File: config.mk
export PLATFORM = sky130hd
export DESIGN_NAME = rv32_mem_arbiter
export DESIGN_NICKNAME = d
export VERILOG_FILES = /design/src/rtl/rv32_mem_arbiter.sv
export SDC_FILE = /design/constraint.sdc
export NUM_CORES = 1
export LEC_CHECK = 0
export CAP_MARGIN = 10
export CORE_AREA = 5 5 91 93
export DETAILED_ROUTE_END_ITERATION = 16
export DIE_AREA = 0 0 96 98
export DONT_BUFFER_PORTS = 1
export PLACE_DENSITY = 0.3
export SKIP_CTS_REPAIR_TIMING = 1
export SYNTH_ARGS = -nofsm -noshare
export SYNTH_HDL_FRONTEND = slang
export SYNTH_SLANG_ARGS = --single-unit
File: constraint.sdc
create_clock -name clk -period 2.9 [get_ports clk]
set_input_delay 0.435 -clock clk [delete_from_list [all_inputs] [get_ports clk]]
set_output_delay 0.435 -clock clk [all_outputs]
set_load 0.02 [all_outputs]
File: src/rtl/rv32_mem_arbiter.sv
// rtl/rv32_mem_arbiter.sv - single-port memory arbiter between instruction fetch and data access
module rv32_mem_arbiter #(
    parameter int MEM_WORDS    = 32,
    parameter int STARVE_LIMIT = 4
) (
    input  logic                         clk,
    input  logic                         rst,
    input  logic                         i_req,
    input  logic [31:0]                  i_addr,
    output logic                         i_gnt,
    output logic                         i_rvalid,
    output logic [31:0]                  i_rdata,
    output logic                         i_err,
    input  logic                         d_req,
    input  logic                         d_we,
    input  logic [31:0]                  d_addr,
    input  logic [31:0]                  d_wdata,
    output logic                         d_gnt,
    output logic                         d_rvalid,
    output logic [31:0]                  d_rdata,
    output logic                         d_err,
    output logic                         m_en,
    output logic                         m_we,
    output logic [$clog2(MEM_WORDS)-1:0] m_addr,
    output logic [31:0]                  m_wdata,
    input  logic [31:0]                  m_rdata
);
    localparam int AW = $clog2(MEM_WORDS);
    localparam int CW = $clog2(STARVE_LIMIT + 1);

    typedef enum logic [1:0] {IDLE, RESP_I, RESP_D} state_t;

    state_t        r_state;
    state_t        w_next;
    logic [CW-1:0] r_starve;
    logic          r_err;
    logic          r_we;

    logic w_i_valid, w_d_valid, w_starved, w_i_win, w_i_gnt, w_d_gnt;

    assign w_i_valid = (i_addr[31:AW+2] == '0) && (i_addr[1:0] == 2'b00);
    assign w_d_valid = (d_addr[31:AW+2] == '0) && (d_addr[1:0] == 2'b00);
    assign w_starved = (r_starve == CW'(STARVE_LIMIT));
    // Data normally wins; a starved fetch takes the slot once the limit is reached.
    assign w_i_win   = i_req && (!d_req || w_starved);
    assign w_i_gnt   = !rst && w_i_win;
    assign w_d_gnt   = !rst && d_req && !w_i_win;

    always_ff @(posedge clk) begin
        if (rst) begin
            r_state <= IDLE;
        end else begin
            r_state <= w_next;
        end
    end

    always_comb begin
        w_next = IDLE;
        if (w_i_gnt) begin
            w_next = RESP_I;
        end else if (w_d_gnt) begin
            w_next = RESP_D;
        end
    end

    // Error and write flags describe the transaction answered in the following RESP cycle.
    always_ff @(posedge clk) begin
        if (rst) begin
            r_starve <= '0;
            r_err    <= 1'b0;
            r_we     <= 1'b0;
        end else begin
            r_err <= (w_i_gnt && !w_i_valid) || (w_d_gnt && !w_d_valid);
            r_we  <= w_d_gnt && d_we;
            if (w_i_gnt || !i_req) begin
                r_starve <= '0;
            end else if (w_d_gnt && !w_starved) begin
                r_starve <= r_starve + 1'b1;
            end
        end
    end

    always_comb begin
        i_gnt    = w_i_gnt;
        d_gnt    = w_d_gnt;
        m_en     = 1'b0;
        m_we     = 1'b0;
        m_addr   = '0;
        m_wdata  = '0;
        i_rvalid = 1'b0;
        i_rdata  = '0;
        i_err    = 1'b0;
        d_rvalid = 1'b0;
        d_rdata  = '0;
        d_err    = 1'b0;
        if (w_i_gnt && w_i_valid) begin
            m_en   = 1'b1;
            m_addr = i_addr[2 +: AW];
        end else if (w_d_gnt && w_d_valid) begin
            m_en    = 1'b1;
            m_we    = d_we;
            m_addr  = d_addr[2 +: AW];
            m_wdata = d_wdata;
        end
        case (r_state)
            RESP_I: begin
                if (!rst) begin
                    i_rvalid = 1'b1;
                    i_err    = r_err;
                    i_rdata  = r_err ? 32'h0 : m_rdata;
                end
            end
            RESP_D: begin
                if (!rst) begin
                    d_rvalid = 1'b1;
                    d_err    = r_err;
                    d_rdata  = (r_err || r_we) ? 32'h0 : m_rdata;
                end
            end
            default: ;
        endcase
    end
endmodule

=== Yosys cells after proc, flatten, opt, wreduce, memory -nomap -nowiden ===
Cells that the tools add are included.

* Add/sub/neg operators: 1
* Multipliers: 0
* Divide/modulo/power cells: 0
* $lt $le $gt $ge: 0
* Equality and inequality tests: 3
* Shift-type cells: 0
* Muxes and demuxes: 22
* Bitwise logic cells: 0
* Reductions and logical operators: 29

{| class="wikitable"
|+ Operators by type and width
! kind !! number
|-
| $mux W32 || 8
|-
| $logic_not A25 Y1 || 2
|-
| $logic_and A1 B1 Y1 || 12
|-
| $mux W1 || 11
|-
| $mux W5 || 2
|-
| $logic_not A1 Y1 || 7
|-
| $logic_not A2 Y1 || 2
|-
| $logic_or A1 B1 Y1 || 4
|-
| $reduce_or A2 Y1 || 2
|-
| $add A3 B1 Y3 const B || 1
|-
| $eq A3 B3 Y1 const B || 1
|-
| $eq A2 B1 Y1 const B || 1
|-
| $eq A2 B2 Y1 const B || 1
|-
| $mux W2 || 1
|}

* Flip-flop bits (word level): 7
* Bits in latches: 0
* Memory bits (writable): 0
* Memory bits (read-only): 0
* Input bits: 133
* Output and inout bits: 109
* Word-level logic and storage cells: 60
* Memories kept: 0

=== Longest topological paths before layout ===
* Depth in word-level cells: 8
* Mapped depth: 7
* Depth with buffers taken out: 6

=== Least setup slack after synthesis ===
OpenSTA, ideal clock, no wires.

* Path kind: input port to output port
* From: input port rst
* To: output port i_rdata[10]
* Data arrival time: 1758 ps
* Data required time: 2465 ps
* Path slack: 707 ps
* Stages: 4
* Buffers on the path: 1
* Path through: nor3b_1 and2b_1 clkbuf_1 and2_1

* Cells in the longest elaborated chain, start to end: 2

{| class="wikitable"
|+ RTL lines
! item !! line !! text
|-
| start: declaration || 7 || <nowiki>input logic rst,</nowiki>
|-
| $mux W32 || 107 || <nowiki>if (!rst) begin</nowiki>
|-
| $mux W32 || 105 || <nowiki>case (r_state)</nowiki>
|-
| end: declaration || 12 || <nowiki>output logic [31:0] i_rdata,</nowiki>
|}

Every way passes these cells.

=== Worst setup path after layout ===
* From: register r_starve[0]
* To: output port m_wdata[2]

* Cells in the longest elaborated chain, start to end: 8
* Elaborated cells between the ends (all ways): 10
* Those cells by class: eq/ne: 1; mux: 2; reduce/logical: 7

{| class="wikitable"
|+ RTL lines
! item !! line !! text
|-
| start: declaration || 35 || <nowiki>logic [CW-1:0] r_starve;</nowiki>
|-
| start signal: assignment || 78 || <nowiki>r_starve <= r_starve + 1'b1;</nowiki>
|-
| $eq A3 B3 Y1 (*) || 43 || <nowiki>assign w_starved = (r_starve == CW'(STARVE_LIMIT));</nowiki>
|-
| $logic_or A1 B1 Y1 (*) || 45 || <nowiki>assign w_i_win = i_req && (!d_req || w_starved);</nowiki>
|-
| $logic_and A1 B1 Y1 (*) || 45 ||
|-
| $logic_not A1 Y1 || 47 || <nowiki>assign w_d_gnt = !rst && d_req && !w_i_win;</nowiki>
|-
| $logic_and A1 B1 Y1 || 47 ||
|-
| $logic_and A1 B1 Y1 || 99 || <nowiki>end else if (w_d_gnt && w_d_valid) begin</nowiki>
|-
| $mux W32 || 99 ||
|-
| $mux W32 (*) || 96 || <nowiki>if (w_i_gnt && w_i_valid) begin</nowiki>
|-
| end: declaration || 25 || <nowiki>output logic [31:0] m_wdata,</nowiki>
|}

Mark *: on every way between the ends. The rest lies on a longest branch, timed or not.

==> flow_summary.ini <==
[floorplanning]
initial_core_util_pct = 16.2
fp.coreArea_sq_mm = 0.00745
io_pins = 242
fp.dieH_um = 98
die_area_sq_mm = 0.00941
rows = 32
die_x_um = 96

[power_and_ir_drop]
p_per_area_mw_per_mm2 = 220
p_leak_nw = 0.536
peakVddDrop_mv = 0.0944
total_power_mw = 0.298

[yosys]
ys_ff_latch = 7
ys_seq_area_share_pct = 11.6
avgSynthCellArea_sq_um = 6.95
yosysUniqueCellTypes = 24
syn_nets = 309
netlist_instances = 174
yosys_warnings = 0
syn_area_sq_mm = 0.00121

[hold_path]
min_path_cells = 1
hp-start = d_req
holdPathEnd = r_state[0]$_SDFF_PP0_
hold_class = in -> reg

[route]
avgViaCountPerCell = 4.62
vias = 1270
route.detailed.drc = 0
wl_per_cell_um = 18.4
wl_um = 5070
postRouteAntennaNets = 0
drtPass1Iterations = 3
drt_iter0_markers = 7

[worst_setup_path]
ff2ff_path_depth = 6
r2r_slack_ns = 1.35
required_ns = 2.47
crit_chain = inv_1 > ha_1 > nand3_1 > nand3b_1 > nor3_4 > buf_4 > and2_1
start_kind = flip-flop
r2r-start = r_starve[0]$_SDFFE_PP0P_
worstSetupEndpointType = output port
cp_max_fo = 34
crit_type = reg -> out
crit_slowest_cell = dfxtp_1
critPathArrivalTime_ns = 1.97
timing.rr.end = r_we$_SDFF_PP0_
max_stage_delay_ns = 0.32

[cells_and_area]
num-fill-cells = 833
layout_common_cells = and2_1 (107), nor4_1 (12), dfxtp_1 (7), inv_1 (5), a32o_1 (5)
syn_to_final_growth_pct = 12.1
final_cell_area_sq_mm = 0.00136
post_route_cells_drive_above_1_share_pct = 6.36
postLayoutCoreUtil_pct = 18.2
layout_commonest_cell = and2_1
fin_cells = 275
layout.nets = 309
n_antenna_cell = 0

[global_routing]
grt_util_all_layers_pct = 9.25
grt_pass1_vias = 1190
grt_overflow = 0
grt_max_degree = 35
antenna_found_initial = 0
grt_pass1_wl_um = 6600

[clock_network]
path_clk_slew_ns = 0.04
clock_sink_count = 7
insertion_delay_ns = 0.22
cts_tree = yes
clock_path_buffers = 2
numCtsBuffers = 3
root_buffer = clkbuf_8
htree_levels = 1

[timing]
clock.fmax_mhz = 416
rsz0062_at_grt = false
fin_tns_setup_ns = 0
period_share_pct = 82.9
worstMarginPinSlew_ns = 0.675
fin_crit_ns = 2.40
setup_viol = 0
slew_viol_final = 0
timing.final.hold_violations = 0
fin_skew_ns = 0.000824
slew_headroom_pct = 55.0

[placement]
placed_cells = 271
post_dp_cell_area_sq_mm = 0.00131
gp_congestion = 0.658
io_buffers = 0
hpwl_um = 4730

[status]
outcome = finished, final reports clean

[run]
maxCapViolCount = 0
cell usage after synthesis:
library cell | instances | share of area, %
a21o_1 | 1 | 0.62
a21oi_1 | 3 | 1.2
a32o_1 | 5 | 4.1
and2_1 | 107 | 55
and2b_1 | 1 | 0.62
buf_6 | 3 | 2.8
clkbuf_1 | 6 | 1.9
dfxtp_1 | 7 | 12
ha_1 | 2 | 2.1
inv_1 | 5 | 1.6
mux2i_1 | 1 | 0.83
nand2_1 | 1 | 0.31
nand2b_1 | 1 | 0.52
nand3_1 | 3 | 1.2
nand3b_1 | 1 | 0.62
nand4_1 | 2 | 1.0
nor2_1 | 4 | 1.2
nor3_1 | 2 | 0.83
nor3_4 | 1 | 1.3
nor3b_1 | 1 | 0.62
nor3b_2 | 2 | 2.1
nor4_1 | 12 | 6.2
o21ai_0 | 2 | 0.83
or2_2 | 1 | 0.52
metal layers:
layer	vias up	GRT usage [%]	wire length, um
li1	569	-	-
met1	562	8.28	1440
met2	137	18.9	2820
met3	2	3.47	778
met4	0	1.64	29
met5	-	0	0
cells by family (layout without fill, tap and decap cells):
family	Yosys count	count (layout)	synth area share, %
adder cells (fa/ha/maj)	2	2	2.07
buffers and inverters	14	13	6.20
flip-flops	7	7	11.6
multiplexers	1	1	0.827
AO/OA/AOI/OAI	11	11	6.83
AND/OR/NAND/NOR	139	139	72.5
cell type report:
type | instances | area, sq um | share of cell area (%)
multi-input combinational | 153 | 995 | 73.3
sequential | 7 | 140 | 10.3
tap | 102 | 128 | 9.41
clock buffer | 4 | 45.0 | 3.32
timing repair buffer | 4 | 30.0 | 2.21
inverter | 5 | 18.8 | 1.38
registers in the layout (all words and copies together), names as in the netlist:
| register | flops |
|---|---|
| r_err | 1 |
| r_we | 1 |
| r_state | 2 |
| r_starve | 3 |
power by group:
group	internal (mW)	switching (mW)
Sequential	0.100	0.00280
Combinational	0.0183	0.0413
Clock	0.0949	0.0399
Total	0.214	0.0840
worst max-delay path, delay by kind of cell, from the launching register on:
family,cells,cell delay (ns)
adder cells (fa/ha/maj),1,0.23
buffers and inverters,2,0.33
flip-flops,1,0.32
AND/OR/NAND/NOR,4,0.85
worst max path at each step:
stage                       end                startpoint  slack, ns  depth (start not counted)
floorplan           i_rdata[10]                       rst       0.71                          4
global placement    m_wdata[25]  r_starve[0]$_SDFFE_PP0P_       0.67                          7
detailed placement  i_rdata[23]                       rst       0.67                          4
CTS                 m_wdata[25]  r_starve[0]$_SDFFE_PP0P_       0.44                          7
global route        m_wdata[25]  r_starve[0]$_SDFFE_PP0P_       0.31                          7
finish               m_wdata[2]  r_starve[0]$_SDFFE_PP0P_       0.50                          7
stage by stage:
stage	hold slack (ns)	setup WS, ns
3_3_place_gp	0.506	0.670
5_1_grt	0.304	0.312
4_1_cts	0.298	0.444
3_5_place_dp	0.511	0.666
2_1_floorplan	0.479	0.707
6_report	0.307	0.496
(Power assumes the default switching activity.)
==> RTL edit 1: new RTL, same settings <==
Set the parameter `MEM_WORDS` to 64 (it was 32).
--- a/src/rtl/rv32_mem_arbiter.sv
+++ b/src/rtl/rv32_mem_arbiter.sv
@@ -1,6 +1,6 @@
 // rtl/rv32_mem_arbiter.sv - single-port memory arbiter between instruction fetch and data access
 module rv32_mem_arbiter #(
-    parameter int MEM_WORDS    = 32,
+    parameter int MEM_WORDS    = 64,
     parameter int STARVE_LIMIT = 4
 ) (
     input  logic                         clk,
Ports: changed (resized m_addr); port bits go from 242 to 243. No check against the original RTL was run, so the function may have changed too.
==> RTL edit 1 against the unedited design <==
Total power increased by 2.2%. Wire length grew 12%. Synthesized cell count up 1.1%. Clock skew is essentially flat. Combinational power up 10%. Area after synthesis increased by 0.52%. Via count rose by 5.1%. Cell area increased by 6.8%. Sequential cell count is the same. Setup slack worse by 140 ps. Sequential share of layout area is 0.66 points lower. Count of clock-buffer cells in the layout stayed put. Critical endpoint is now m_wdata[5].
==> RTL edit 1: results (changes against the unedited design) <==
- The via count of the first global-routing pass is 1352 (+14%).
- The worst ir drop on vdd is 0.000131 V (+39%).
- The post-detailed-route via-to-cell ratio came to 4.67 (+1.1%).
- Sorting the synthesized cells by area gives the leading types as sky130_fd_sc_hd__and2_1 (55%), sky130_fd_sc_hd__dfxtp_1 (12%), sky130_fd_sc_hd__nor4_1 (6.2%).
- The number of synthesized flops with an enable pin is 0 (unchanged).
- The wire length of the first global-routing pass is 7.38 mm (+12%).
- The maximum number of pins on one net before global-route repair is 33 (-5.7%).
- The delay contributed by the slowest stage of the critical path is 380 ps (+60 ps).
- The worst hold path belongs to the class primary input to flip-flop.
- The top flip-flop cell by instance count after synthesis is sky130_fd_sc_hd__dfxtp_1.
- The half-perimeter wire length after detailed placement is 5.15 mm (+8.8%).
- The number of detailed-route iterations in the first pass is 4 (+1).
- The root cell of the clock tree is sky130_fd_sc_hd__clkbuf_8.
- Signal routing reaches up to met4.
- The async set-reset flop share out of synthesis is 0% (unchanged).
- The routed metal-1 wire length is 1.73 mm (+21%).
- The final net count came to 319 (+3.2%).
- On the critical path, the stage with the largest delay is an instance of sky130_fd_sc_hd__a311oi_4.
- The data arrival time of the critical path is 2110 ps (+140 ps).
- The category of cells accounting for the largest share of critical-path delay is simple AND/OR/NAND/NOR gates.
- The source-to-sink clock delay at the later pin of the worst-skew pair is 220 ps (about the same).
- The share of post-route cells with drive strength above 1 is 10.4% (+4.0 points).
- The total of buffers placed on input and output ports is 0 (unchanged).
- The total routing usage reported by global routing was 10.3% (+1.1 points).
- The register area share after synthesis is 11.5% (-0.060 points).
- The placer's final routability congestion estimate is 0.735 (+12%).
- The synthesized netlist net count is 311 (+0.65%).
- The placed standard-cell area is 1400 µm² (+6.9%).
- The count of distinct cell types in the synthesized netlist is 23 (-4.2%).
- After synthesis, the most frequently instantiated cells are sky130_fd_sc_hd__and2_1 (106), sky130_fd_sc_hd__nor4_1 (12), sky130_fd_sc_hd__nor2_1 (8).
- The maximum clock path buffer count is 2 (unchanged).
- The run finished with clean final reports.
- The sum of negative setup slack is 0 ps (unchanged).
- The clock transition at the registers of the reported paths is 40 ps (about the same).
- The count of clock tree sinks is 7 (unchanged).
- In the final layout, the registers with the most flip-flops are r_starve x3, r_state x2.
- The maximum net fanout on the critical path came to 31 (-8.8%).
- The normalized max-slew margin is 57.1% (+2.1 points).
- The total clock buffers created by CTS was 3 (unchanged).
- The final setup skew came to 0.784 ps (-0.0402 ps).
- The static power due to leakage is 0.000571 µW (+6.6%).
- The number of warnings printed during yosys synthesis is 0 (unchanged).
- The length of routed met3 wiring is 906 µm (+16%).
- The number of design-rule violations left by the first detailed-router iteration is 18 (+11).
- The final routed wire length divided by cell count is 19.9 µm (+7.9%).
- The maximum level of the CTS H-tree is 1 (unchanged).
- The initial antenna violation count came to 1 (+1).
- The amount of wire on met2 after detailed routing was 3.02 mm (+7.1%).
## RTL edit 1: where the power goes
group          switching (µW)  internal (µW)
sequential               2.60            100
clock                    40.7           95.0
combinational            43.2           22.5
## RTL edit 1: path summary, 6_finish.rpt
| check | to | slack (ps) | from | cells past startpoint |
|---|---|---|---|---|
| setup / recovery | m_wdata[5] | 360 | r_starve[0] | 6 |
| hold / removal | r_state[1] | 290 | rst | 1 |
| setup reg to reg | r_err | 1310 | r_starve[0] | 6 |
| hold reg to reg | r_starve[0] | 450 | r_starve[0] | 1 |
## RTL edit 1: final cells by class
class	count	area, µm²
multi-input combinational	156	1030
timing repair buffer	12	90.1
tap	102	128
inverter	4	15.0
sequential	7	140
antenna	1	2.50
clock buffer	4	45.0
fill	835	6000
## RTL edit 1: per-layer routing
metal | up-vias | track usage (%)
met4 | 0 | 1.64
met3 | 2 | 4.78
li1 | 598 | -
met5 | - | 0
met1 | 591 | 9.13
met2 | 144 | 20.8
## RTL edit 1: kinds of logic (layout without fill, tap and decap cells)
family	Yosys count	in the layout	share of synthesized area (%)
compound gates	13	13	10.5
flops	7	7	11.5
buf+inv	13	20	4.32
simple gates	140	140	70.8
other cells	0	1	0
mux	1	1	0.823
fa+ha+maj	2	2	2.06
## RTL edit 1: metrics by stage
stage / std cells / hold slack, ps / setup WS, ps / utilization (%)
2_1_floorplan: 176 / 417 / 525 / -
3_3_place_gp: 281 / 440 / 573 / 18.8
3_5_place_dp: 281 / 444 / 546 / 18.8
4_1_cts: 285 / 285 / 325 / 19.4
5_1_grt: 285 / 282 / 198 / 19.4
6_report: 286 / 291 / 359 / 19.5
==> RTL edit 2: new RTL, same flow settings <==
Made on the original files. Make the reset (`rst`) asynchronous in 2 clocked blocks.
--- a/src/rtl/rv32_mem_arbiter.sv
+++ b/src/rtl/rv32_mem_arbiter.sv
@@ -46,7 +46,7 @@
     assign w_i_gnt   = !rst && w_i_win;
     assign w_d_gnt   = !rst && d_req && !w_i_win;
 
-    always_ff @(posedge clk) begin
+    always_ff @(posedge clk or posedge rst) begin
         if (rst) begin
             r_state <= IDLE;
         end else begin
@@ -64,7 +64,7 @@
     end
 
     // Error and write flags describe the transaction answered in the following RESP cycle.
-    always_ff @(posedge clk) begin
+    always_ff @(posedge clk or posedge rst) begin
         if (rst) begin
             r_starve <= '0;
             r_err    <= 1'b0;
Function: same outputs for any inputs over 10 cycles, from zero or initial values and one cycle with rst high; that may be too few to reach the edited logic, so the function may still have changed.
==> RTL edit 2 against the unedited design <==
Sequential cell count did not move. Cell count is 2.2% higher. Setup slack lost 220 ps. Global-route usage is 0.75 points higher. Critical path depth shrank 1. Hold slack got worse by 270 ps. Total power up 4.6%. Cell area grew 11%. Area after synthesis grew 7.9%. Sequential share of layout area rose by 1.3 points. Die area is the same. Wire length up 9.2%. Critical path type unchanged.
==> RTL edit 2: results (changes against the unedited design) <==
- The run finished with clean final reports.
- The number of detailed-route iterations in the first pass is 4 (+1).
- Sorting the synthesized cells by how often they occur yields sky130_fd_sc_hd__and2_1 (84), sky130_fd_sc_hd__and2_2 (22), sky130_fd_sc_hd__nor4_1 (12).
- The cell count after placement is 277 (+2.2%).
- The worst ir drop on vdd is 0.0000653 V (-31%).
- The global-route track usage on met2 is 19.5% (+0.58 points).
- The synthesized netlist net count was 313 (+1.3%).
- The post-synthesis average cell area came to 7.33 µm² (+5.4%).
- The final routed wire length divided by cell count is 19.7 µm (+6.8%).
- The number of fill cells in the layout is 817 (-1.9%).
- The via count of the first global-routing pass is 1231 (+3.4%).
- The worst hold path class is primary input to async pin.
- The placed standard-cell area is 1450 µm² (+11%).
- The static power due to leakage was 0.000614 µW (+14%).
- The maximum net fanout on the critical path is 9 (-74%).
- The post-detailed-routing wire length came to 5.53 mm (+9.2%).
- The async set-reset flop share out of synthesis is 100% (+100 points).
- Sorting the synthesized cells by area gives the leading types as sky130_fd_sc_hd__and2_1 (40%), sky130_fd_sc_hd__dfrtp_1 (13%), sky130_fd_sc_hd__and2_2 (13%).
- The wire length of the first global-routing pass is 7.20 mm (+9.1%).
- The worst reg2reg path startpoint is r_starve[0].
- The met3 layer usage reported by global route was 3.54% (+0.077 points).
- The end of the worst register-to-register path is r_err.
- The total routing usage reported by global routing is 9.99% (+0.75 points).
- The most used flip-flop cell after synthesis is sky130_fd_sc_hd__dfrtp_1.
- The clock group share of total power came to 44.2% (-1.1 points).
- The placer's final routability congestion estimate came to 0.731 (+11%).
- The count of distinct cell types in the synthesized netlist is 27 (+13%).
- The worst-case setup slack after placement is 244 ps (-422 ps).
- The data arrival time of the critical path is 2190 ps (+220 ps).
- The final net count came to 315 (+1.9%).
- The half-perimeter wire length after detailed placement is 5.03 mm (+6.4%).
RTL edit 2: worst max-delay path by stage:
stage	depth (start not counted)	start	slack [ps]	end
after global placement	6	r_starve[0]	310	m_addr[2]
after detailed placement	6	r_starve[0]	240	m_addr[2]
after CTS	6	r_starve[0]	-8	m_addr[2]
after global routing	6	r_starve[0]	120	m_addr[2]
final	6	r_starve[0]	280	m_addr[2]
after floorplan	6	r_starve[0]	330	m_addr[0]
RTL edit 2: critical path, cell delays in order, from the launching register on:
cell and delay, ps:
sky130_fd_sc_hd__dfrtp_1 380, sky130_fd_sc_hd__inv_1 80, sky130_fd_sc_hd__ha_1 230, sky130_fd_sc_hd__a21boi_0 190
sky130_fd_sc_hd__nor3b_4 570, sky130_fd_sc_hd__and2_1 210, sky130_fd_sc_hd__a32o_1 290
RTL edit 2: cell families after synthesis:
family	synth area share [%]
fa+ha+maj	1.92
mux	0.863
flops	13.4
buf+inv	4.41
simple gates	69.2
compound gates	10.2
RTL edit 2: final cells by class:
cell class,count,share of cell area (%)
Clock inverter,1,0.333
Tap cell,102,8.48
Inverter,4,0.998
Timing Repair Buffer,7,3.49
Clock buffer,3,2.74
Sequential cell,7,11.6
Multi-Input combinational cell,157,72.3
RTL edit 2: metrics by stage:
stage	hold WS, ps	util [%]
after floorplan	418	-
after global placement	293	19.5
after detailed placement	280	19.5
after CTS	32.4	20.1
after global routing	50.3	20.2
final	34.1	20.2
RTL edit 2: power groups by stage:
stage          clock network, µW  registers (µW)  logic [µW]
6_report                     138             105        68.8
5_1_grt                      149             105        75.3
4_1_cts                      140             105        70.0
3_5_place_dp                   0             106        69.9
3_3_place_gp                   0             106        70.4
2_1_floorplan                  0             105        58.7
RTL edit 2: per-layer routing:
metal	up-vias	share of wire, %
met5	-	0
met4	0	1.5
met1	581	30
li1	595	-
met2	145	54
met3	7	15
